==> src/rtl/dmem_mmio_ctrl.sv <==
// Data-memory and MMIO controller for the M stage: word RAM, I/O page (LED, switches, timer, status).
// Optional timer block is compiled in when DMEM_TIMER_EN is defined.
module dmem_mmio_ctrl #(
    parameter int          RAM_WORDS = 64,
    parameter logic [31:0] IO_BASE   = 32'h0000_FF00,
    parameter int          LED_W     = 8,
    parameter int          SW_W      = 8
) (
    input  logic             clk,
    input  logic             reset,
    input  logic             MemWriteM,
    input  logic [31:0]      ALUOutM,
    input  logic [31:0]      WriteDataM,
    output logic [31:0]      ReadDataM,
    output logic [1:0]       MemorySelector,
    input  logic [SW_W-1:0]  Switches,
    output logic [LED_W-1:0] Leds,
    output logic             TimerIrq
);

    localparam int          AW          = $clog2(RAM_WORDS);
    localparam logic [31:0] RAM_BYTES_C = 32'(RAM_WORDS * 4);
    localparam logic [1:0]  SEL_RAM     = 2'b00;
    localparam logic [1:0]  SEL_IO      = 2'b01;
    localparam logic [1:0]  SEL_UNMAP   = 2'b10;

    logic [31:0]      mem_r [RAM_WORDS];
    logic [1:0]       sel_s;
    logic [AW-1:0]    ram_idx_s;
    logic [5:0]       io_word_s;
    logic             ram_we_s;
    logic             io_we_s;
    logic             led_we_s;
    logic             status_we_s;
    logic             unmap_set_s;
    logic [LED_W-1:0] led_r;
    logic [SW_W-1:0]  sw_meta_r;
    logic [SW_W-1:0]  sw_sync_r;
    logic             unmap_r;
    logic             match_bit_s;
    logic [31:0]      rdata_s;

    assign ram_idx_s   = ALUOutM[AW+1:2];
    assign io_word_s   = ALUOutM[7:2];
    // Stores are dropped while reset is asserted so nothing leaks past a reset edge.
    assign ram_we_s    = MemWriteM && (sel_s == SEL_RAM) && reset;
    assign io_we_s     = MemWriteM && (sel_s == SEL_IO);
    assign led_we_s    = io_we_s && (io_word_s == 6'd0);
    assign status_we_s = io_we_s && (io_word_s == 6'd4);
    assign unmap_set_s = MemWriteM && (sel_s == SEL_UNMAP);

    // Address decode: RAM has priority over the I/O page should they ever overlap.
    always_comb begin
        sel_s = SEL_UNMAP;
        if (ALUOutM < RAM_BYTES_C) begin
            sel_s = SEL_RAM;
        end else if (ALUOutM[31:8] == IO_BASE[31:8]) begin
            sel_s = SEL_IO;
        end else begin
            sel_s = SEL_UNMAP;
        end
    end

    // Word RAM write port; contents are intentionally not reset.
    always_ff @(posedge clk) begin
        if (ram_we_s) begin
            mem_r[ram_idx_s] <= WriteDataM;
        end
    end

    // LED register, switch synchronizer and unmapped-write sticky flag.
    always_ff @(posedge clk) begin
        if (!reset) begin
            led_r     <= {LED_W{1'b0}};
            sw_meta_r <= {SW_W{1'b0}};
            sw_sync_r <= {SW_W{1'b0}};
            unmap_r   <= 1'b0;
        end else begin
            sw_meta_r <= Switches;
            sw_sync_r <= sw_meta_r;
            if (led_we_s) begin
                led_r <= WriteDataM[LED_W-1:0];
            end
            // Set beats a simultaneous write-one-to-clear.
            unmap_r <= unmap_set_s | (unmap_r & ~(status_we_s & WriteDataM[1]));
        end
    end

`ifdef DMEM_TIMER_EN
    logic [31:0] tcount_r;
    logic [31:0] tcmp_r;
    logic        match_r;
    logic [31:0] tcount_nxt_s;
    logic        tcount_we_s;
    logic        tcmp_we_s;

    assign tcount_we_s  = io_we_s && (io_word_s == 6'd2);
    assign tcmp_we_s    = io_we_s && (io_word_s == 6'd3);
    assign tcount_nxt_s = tcount_we_s ? WriteDataM : (tcount_r + 32'd1);
    assign match_bit_s  = match_r;
    assign TimerIrq     = match_r;

    // Free-running timer; the match flag tracks the value the counter is moving to.
    always_ff @(posedge clk) begin
        if (!reset) begin
            tcount_r <= 32'd0;
            tcmp_r   <= 32'hFFFF_FFFF;
            match_r  <= 1'b0;
        end else begin
            tcount_r <= tcount_nxt_s;
            if (tcmp_we_s) begin
                tcmp_r <= WriteDataM;
            end
            match_r <= (tcount_nxt_s == tcmp_r) | (match_r & ~(status_we_s & WriteDataM[0]));
        end
    end
`else
    assign match_bit_s = 1'b0;
    assign TimerIrq    = 1'b0;
`endif

    // Load data mux; unmapped space and unused I/O offsets read as zero.
    always_comb begin
        rdata_s = 32'd0;
        case (sel_s)
            SEL_RAM: rdata_s = mem_r[ram_idx_s];
            SEL_IO: begin
                case (io_word_s)
                    6'd0:    rdata_s = {{(32-LED_W){1'b0}}, led_r};
                    6'd1:    rdata_s = {{(32-SW_W){1'b0}}, sw_sync_r};
`ifdef DMEM_TIMER_EN
                    6'd2:    rdata_s = tcount_r;
                    6'd3:    rdata_s = tcmp_r;
`endif
                    6'd4:    rdata_s = {30'd0, unmap_r, match_bit_s};
                    default: rdata_s = 32'd0;
                endcase
            end
            default: rdata_s = 32'd0;
        endcase
    end

    assign ReadDataM      = rdata_s;
    assign MemorySelector = sel_s;
    assign Leds           = led_r;

endmodule

==> config.mk <==
export PLATFORM = sky130hd
export DESIGN_NAME = dmem_mmio_ctrl
export DESIGN_NICKNAME = d
export VERILOG_FILES = /design/src/rtl/dmem_mmio_ctrl.sv
export SDC_FILE = /design/constraint.sdc
export NUM_CORES = 2
export LEC_CHECK = 0
export ABC_AREA = 0
export BUFFER_PORTS_ARGS = -buffer_cell sky130_fd_sc_hd__buf_2
export CAP_MARGIN = 20
export CORE_ASPECT_RATIO = 0.75
export CORE_MARGIN = 2
export CORE_UTILIZATION = 56
export DETAILED_ROUTE_END_ITERATION = 10
export PLACE_DENSITY = 0.75
export SYNTH_ARGS = -nofsm -noshare
export SYNTH_HDL_FRONTEND = slang
export SYNTH_SLANG_ARGS = --single-unit
export TNS_END_PERCENT = 1
==> constraint.sdc <==
create_clock -name clk -period 3.5 [get_ports clk]
set_input_delay 0.175 -clock clk [delete_from_list [all_inputs] [get_ports clk]]
set_output_delay 0.175 -clock clk [all_outputs]
set_load 0.03 [all_outputs]
## After elaboration in Yosys (flattened, before gate mapping)

Memory sizes are Yosys's and may differ from the RTL's.
Index checks and enable logic that the tools add are counted.

- Memories: 1
- RAM bits: 2,048
- Output and inout bits: 43
- Input bits: 75
- Register bits: 25

Memories:

| memory | depth | width | read ports | clocked after memory_dff | write ports | RTL line | RTL |
|---|---|---|---|---|---|---|---|
| mem_r | 64 | 32 | 1 | 0 | 1 | 27 | `logic [31:0] mem_r [RAM_WORDS];` |

- Eq/ne operators: 5
- Reductions and logical operators: 8
- $lt $le $gt $ge: 1
- Multiplexer cells: 6
- Bitwise operators: 4

Operators with widths:

| cell | count |
|---|---|
| $pmux 32 s2 | 1 |
| $lt 32x9->1 const B | 1 |
| $eq 24x8->1 const B | 1 |
| $pmux 8 s3 | 1 |
| $eq 6x1->1 const B | 1 |
| $eq 6x3->1 const B | 1 |
| $logic_and 1x1->1 | 6 |
| $logic_not 6->1 | 1 |
| $mux 2 | 2 |
| $and 1x1->1 | 2 |
| $eq 2x1->1 const B | 1 |
| $eq 2x2->1 const B | 1 |
| $logic_not 2->1 | 1 |
| $mux 1 | 2 |
| $not 1->1 | 1 |
| $or 1x1->1 | 1 |

## Longest topological paths before layout

- Depth after elaboration: 10
- Depth in mapped cells: 10
- Gate-level depth less buffers: 5

## Least setup slack after synthesis

Ideal clock, no wire load.

- Path type: input -> register
- Start: in ALUOutM[3]
- End: mem mem_r[10][0] (enable)
- Stages: 7
- Arrival: 2,863 ps
- Path slack: 216 ps
- Setup time: 421 ps
- Buffers on the path: 4
- Required time: 3,079 ps
- Cells stage by stage: buf_2 > buf_2 > buf_2 > buf_2 > and3_1 > nand3_1 > nor2_1

- Cells in the longest elaborated chain, start to end: 7

RTL lines:

| item | RTL line | RTL |
|---|---|---|
| from (decl) | 12 | `input logic [31:0] ALUOutM,` |
| $lt 32x9->1 | 55 | `if (ALUOutM < RAM_BYTES_C) begin` |
| $mux 2 | 55 |  |
| $logic_not 2->1 | 46 | `assign ram_we_s = MemWriteM && (sel_s == SEL_RAM) && reset;` |
| $logic_and 1x1->1 (2 in series) | 46 |  |
| $mux 1 | 66 | `if (ram_we_s) begin` |
| $mux 1 (not written as such) | 67 | `mem_r[ram_idx_s] <= WriteDataM;` |
| to (decl) | 27 |  |

Parallel ways exist; a longest one is shown, timed or not.

## Worst setup path after layout

- Start: mem mem_r[43][9]
- End: out ReadDataM[9]

- Cells in the longest elaborated chain, start to end: 2

RTL lines:

| item | RTL line | RTL |
|---|---|---|
| $mem_v2 64x32 | - |  |
| $pmux 32 s2 | 125 | `case (sel_s)` |
| to (decl) | 14 | `output logic [31:0] ReadDataM,` |

No other way between the ends.

==> results.md <==
* Final Max Slew Viols at 0
* Min Tclk post-route at 3390 ps
* Setup violators final at 0
* Worst-skew pair later-pin latency at 820 ps
* Die X at approximately 440 um
* Outcome: complete, no violations
* Cell Chain, Critical Path: mux4_2 > mux4_2 > o211ai_1 > nor2_1 > buf_2
* Total grt overflow at 0
* Fillers at 8654
* Critical Path AT at 3210 ps
* Worst path required time at 3320 ps
* Vias in the first global route at 39100
* Leak at 28.8 nW
* Max incr delay on CP at 520 ps
* Setup TNS at 0 ps
* Register area at 62000 um^2
* Netlist cell types at 55
* DP HPWL at 114 mm
* Cell area after synthesis at slightly below 80000 um^2
* Post-synthesis sequential area ratio at 78.2%
* DRT Wirelength at approximately 210 mm
* Synth warn at 0
* Design Area, Final at 91300 um^2
* CTS tree: done
* Clock Tree Buf Depth at 3
* Clock-pin slew on the worst setup and hold paths at 70 ps
* RSZ-0062 raised after global routing: no
* Fmax at 295 MHz
* Area of the multi-input gates at 16700 um^2
* I/O pins at 118
* Worst slew pin tran at about 1100 ps
* Total Routing Usage GR at approximately 29%
* Initial Util at a little under three fifths
* Layout area overhead at 15.1%
* Leading post-synthesis cells by cell area: edfxtp_1 (78%), mux4_2 (16%), mux2i_1 (1.0%), nor2_1 (0.71%), dfxtp_1 (0.63%)
* Worst path most repeated cell: mux4_2
* Family with the most delay on the worst path: multiplexers
* First-pass GRT wire length at 290 mm
* Top cell type's share of synthesized area at 77.6%
* Largest area contributor in the netlist: edfxtp_1
* TritonCTS Buffers at roughly 180
* Top FF cell, synth: edfxtp_1
* Smallest hold slack at 48.6 ps
* WL/cell at 34.8 um
* Dpl cell area at 84500 um^2
* Post-DR vias/cell at 6.67
* Number of max-cap violations at 0
* Layout Nets at slightly below 4000
* Share of cells above drive strength 1 at 32.1%
* Slew HR at between 20% and 30%
* Syn Inst Count at roughly 3400
* Antenna viol nets, final at 0
* Startpoint Class: flip-flop
* EDFF count, synth at 2048
* Fin crit share at 96.7%
* Syn_area_per_cell at 23.2 um^2
* Ys async rst share at 0%
* Most common library cells after synthesis: edfxtp_1 (2048), mux4_2 (556), nor2_1 (149)
* Vias post-DR at 39300
* Die H at between 300 and 400 um
* Row count at ~120
* Crit path max fanout at 1
* Slowest CP cell: mux4_2
* Layout Skew at 12.4 ps
* Pwr per Cell Area at around 540 nW/um^2
* DRC at 0
* Htree depth at 4
* Most frequent cell after synthesis: edfxtp_1
* DRT iter0 DRCs at 6535
* Post-synth net total at 3494
* Final Hold Viols at 0
* Min-delay worst type: input port to flip-flop
* Worst VDD drop at 0.000540 V
* First-pass DRT Iterations at 7
* Seq cells post-synth at slightly above 2000
* RD Place Congestion at 0.814
* Postcts setup bufs at 0
* Antenna violations before repair at 6
* Crit path buffers/inverters at 1
* Clock root cell: clkbuf_16
* Crit end category: output port
* Pin count of the biggest net entering global routing at 66
* Core Box Area at 140000 um^2
* Clock Sinks at 2073
* Kind of critical path: flip-flop to output port
* # port buffers at 114
* Die area at between 100000 and 150000 um^2
cells in the final DEF (no fill, tap or decap), types with 28 or more instances in the layout:
cell type,instances
nand2_1,68
clkinv_1,59
clkbuf_1,31
clkbuf_16,184
dlygate4sd3_1,42
mux4_2,556
nor2_1,82
buf_4,186
clkinv_2,28
mux2i_1,81
nor2_4,65
buf_2,110
edfxtp_1,2048
buf_12,97
o22ai_1,35
logic make-up after synthesis:
kind of cell | Yosys count | synth area share (%)
simple gates | 332 | 1.91
other cells | 1 | 0.00473
compound gates | 175 | 1.62
flops | 2073 | 78.2
buf+inv | 192 | 1.34
mux | 646 | 16.9
metrics by stage:
step	setup slack, ps	power [mW]	utilization (%)	instances
after floorplan	216	29.0	-	3419
after global routing	37.8	50.6	65.0	5888
after CTS	38.9	49.5	64.4	5831
after detailed placement	250	30.0	60.2	5475
final	114	49.4	65.0	5888
after global placement	242	30.0	60.2	5475
flip-flops by register name, summed over array words and instances (netlist names):
name	flops
mem_r	2048
Leds	8
sw_meta_r	8
sw_sync_r	8
unmap_r	1
final timing paths:
| kind | start | end | slack (ps) | cells after the start |
|---|---|---|---|---|
| setup / recovery | mem_r[43][9]$_DFFE_PP_ | ReadDataM[9] | 110 | 5 |
| hold / removal | WriteDataM[22] | mem_r[31][22]$_DFFE_PP_ | 50 | 1 |
| setup reg to reg | unmap_r$_SDFF_PN0_ | unmap_r$_SDFF_PN0_ | 2190 | 4 |
| hold reg to reg | sw_meta_r[0]$_SDFF_PN0_ | sw_sync_r[0]$_SDFF_PN0_ | 440 | 1 |
per-layer routing:
metal	vias up	share of wire (%)	track usage [%]
met3	444	12	6.96
met2	2778	47	43.4
met5	-	0.020	0
li1	15500	-	-
met1	20600	37	41.3
met4	6	4.0	11.1
what timing repair did:
action                     4_1_cts  5_1_grt
hold buffers                    15       27
hold endpoints to repair        51      825
setup endpoints to repair        1        0
resized for setup                1        0
power by group:
part	total, mW	internal (mW)	switching (mW)
combinational	2.35	0.974	1.38
clock	19.7	10.8	8.99
sequential	27.3	27.3	0.00426
total	49.4	39.0	10.4
cell type report:
type	instances	share of cell area [%]
sequential	2073	67.9
multi-input combinational	1154	18.3
clock buffer	219	5.23
timing repair buffer	440	4.80
tap	1875	2.57
clock inverter	122	1.15
inverter	3	0.0137
antenna	2	0.00548
Note: power is estimated with default switching activity, not from simulation.
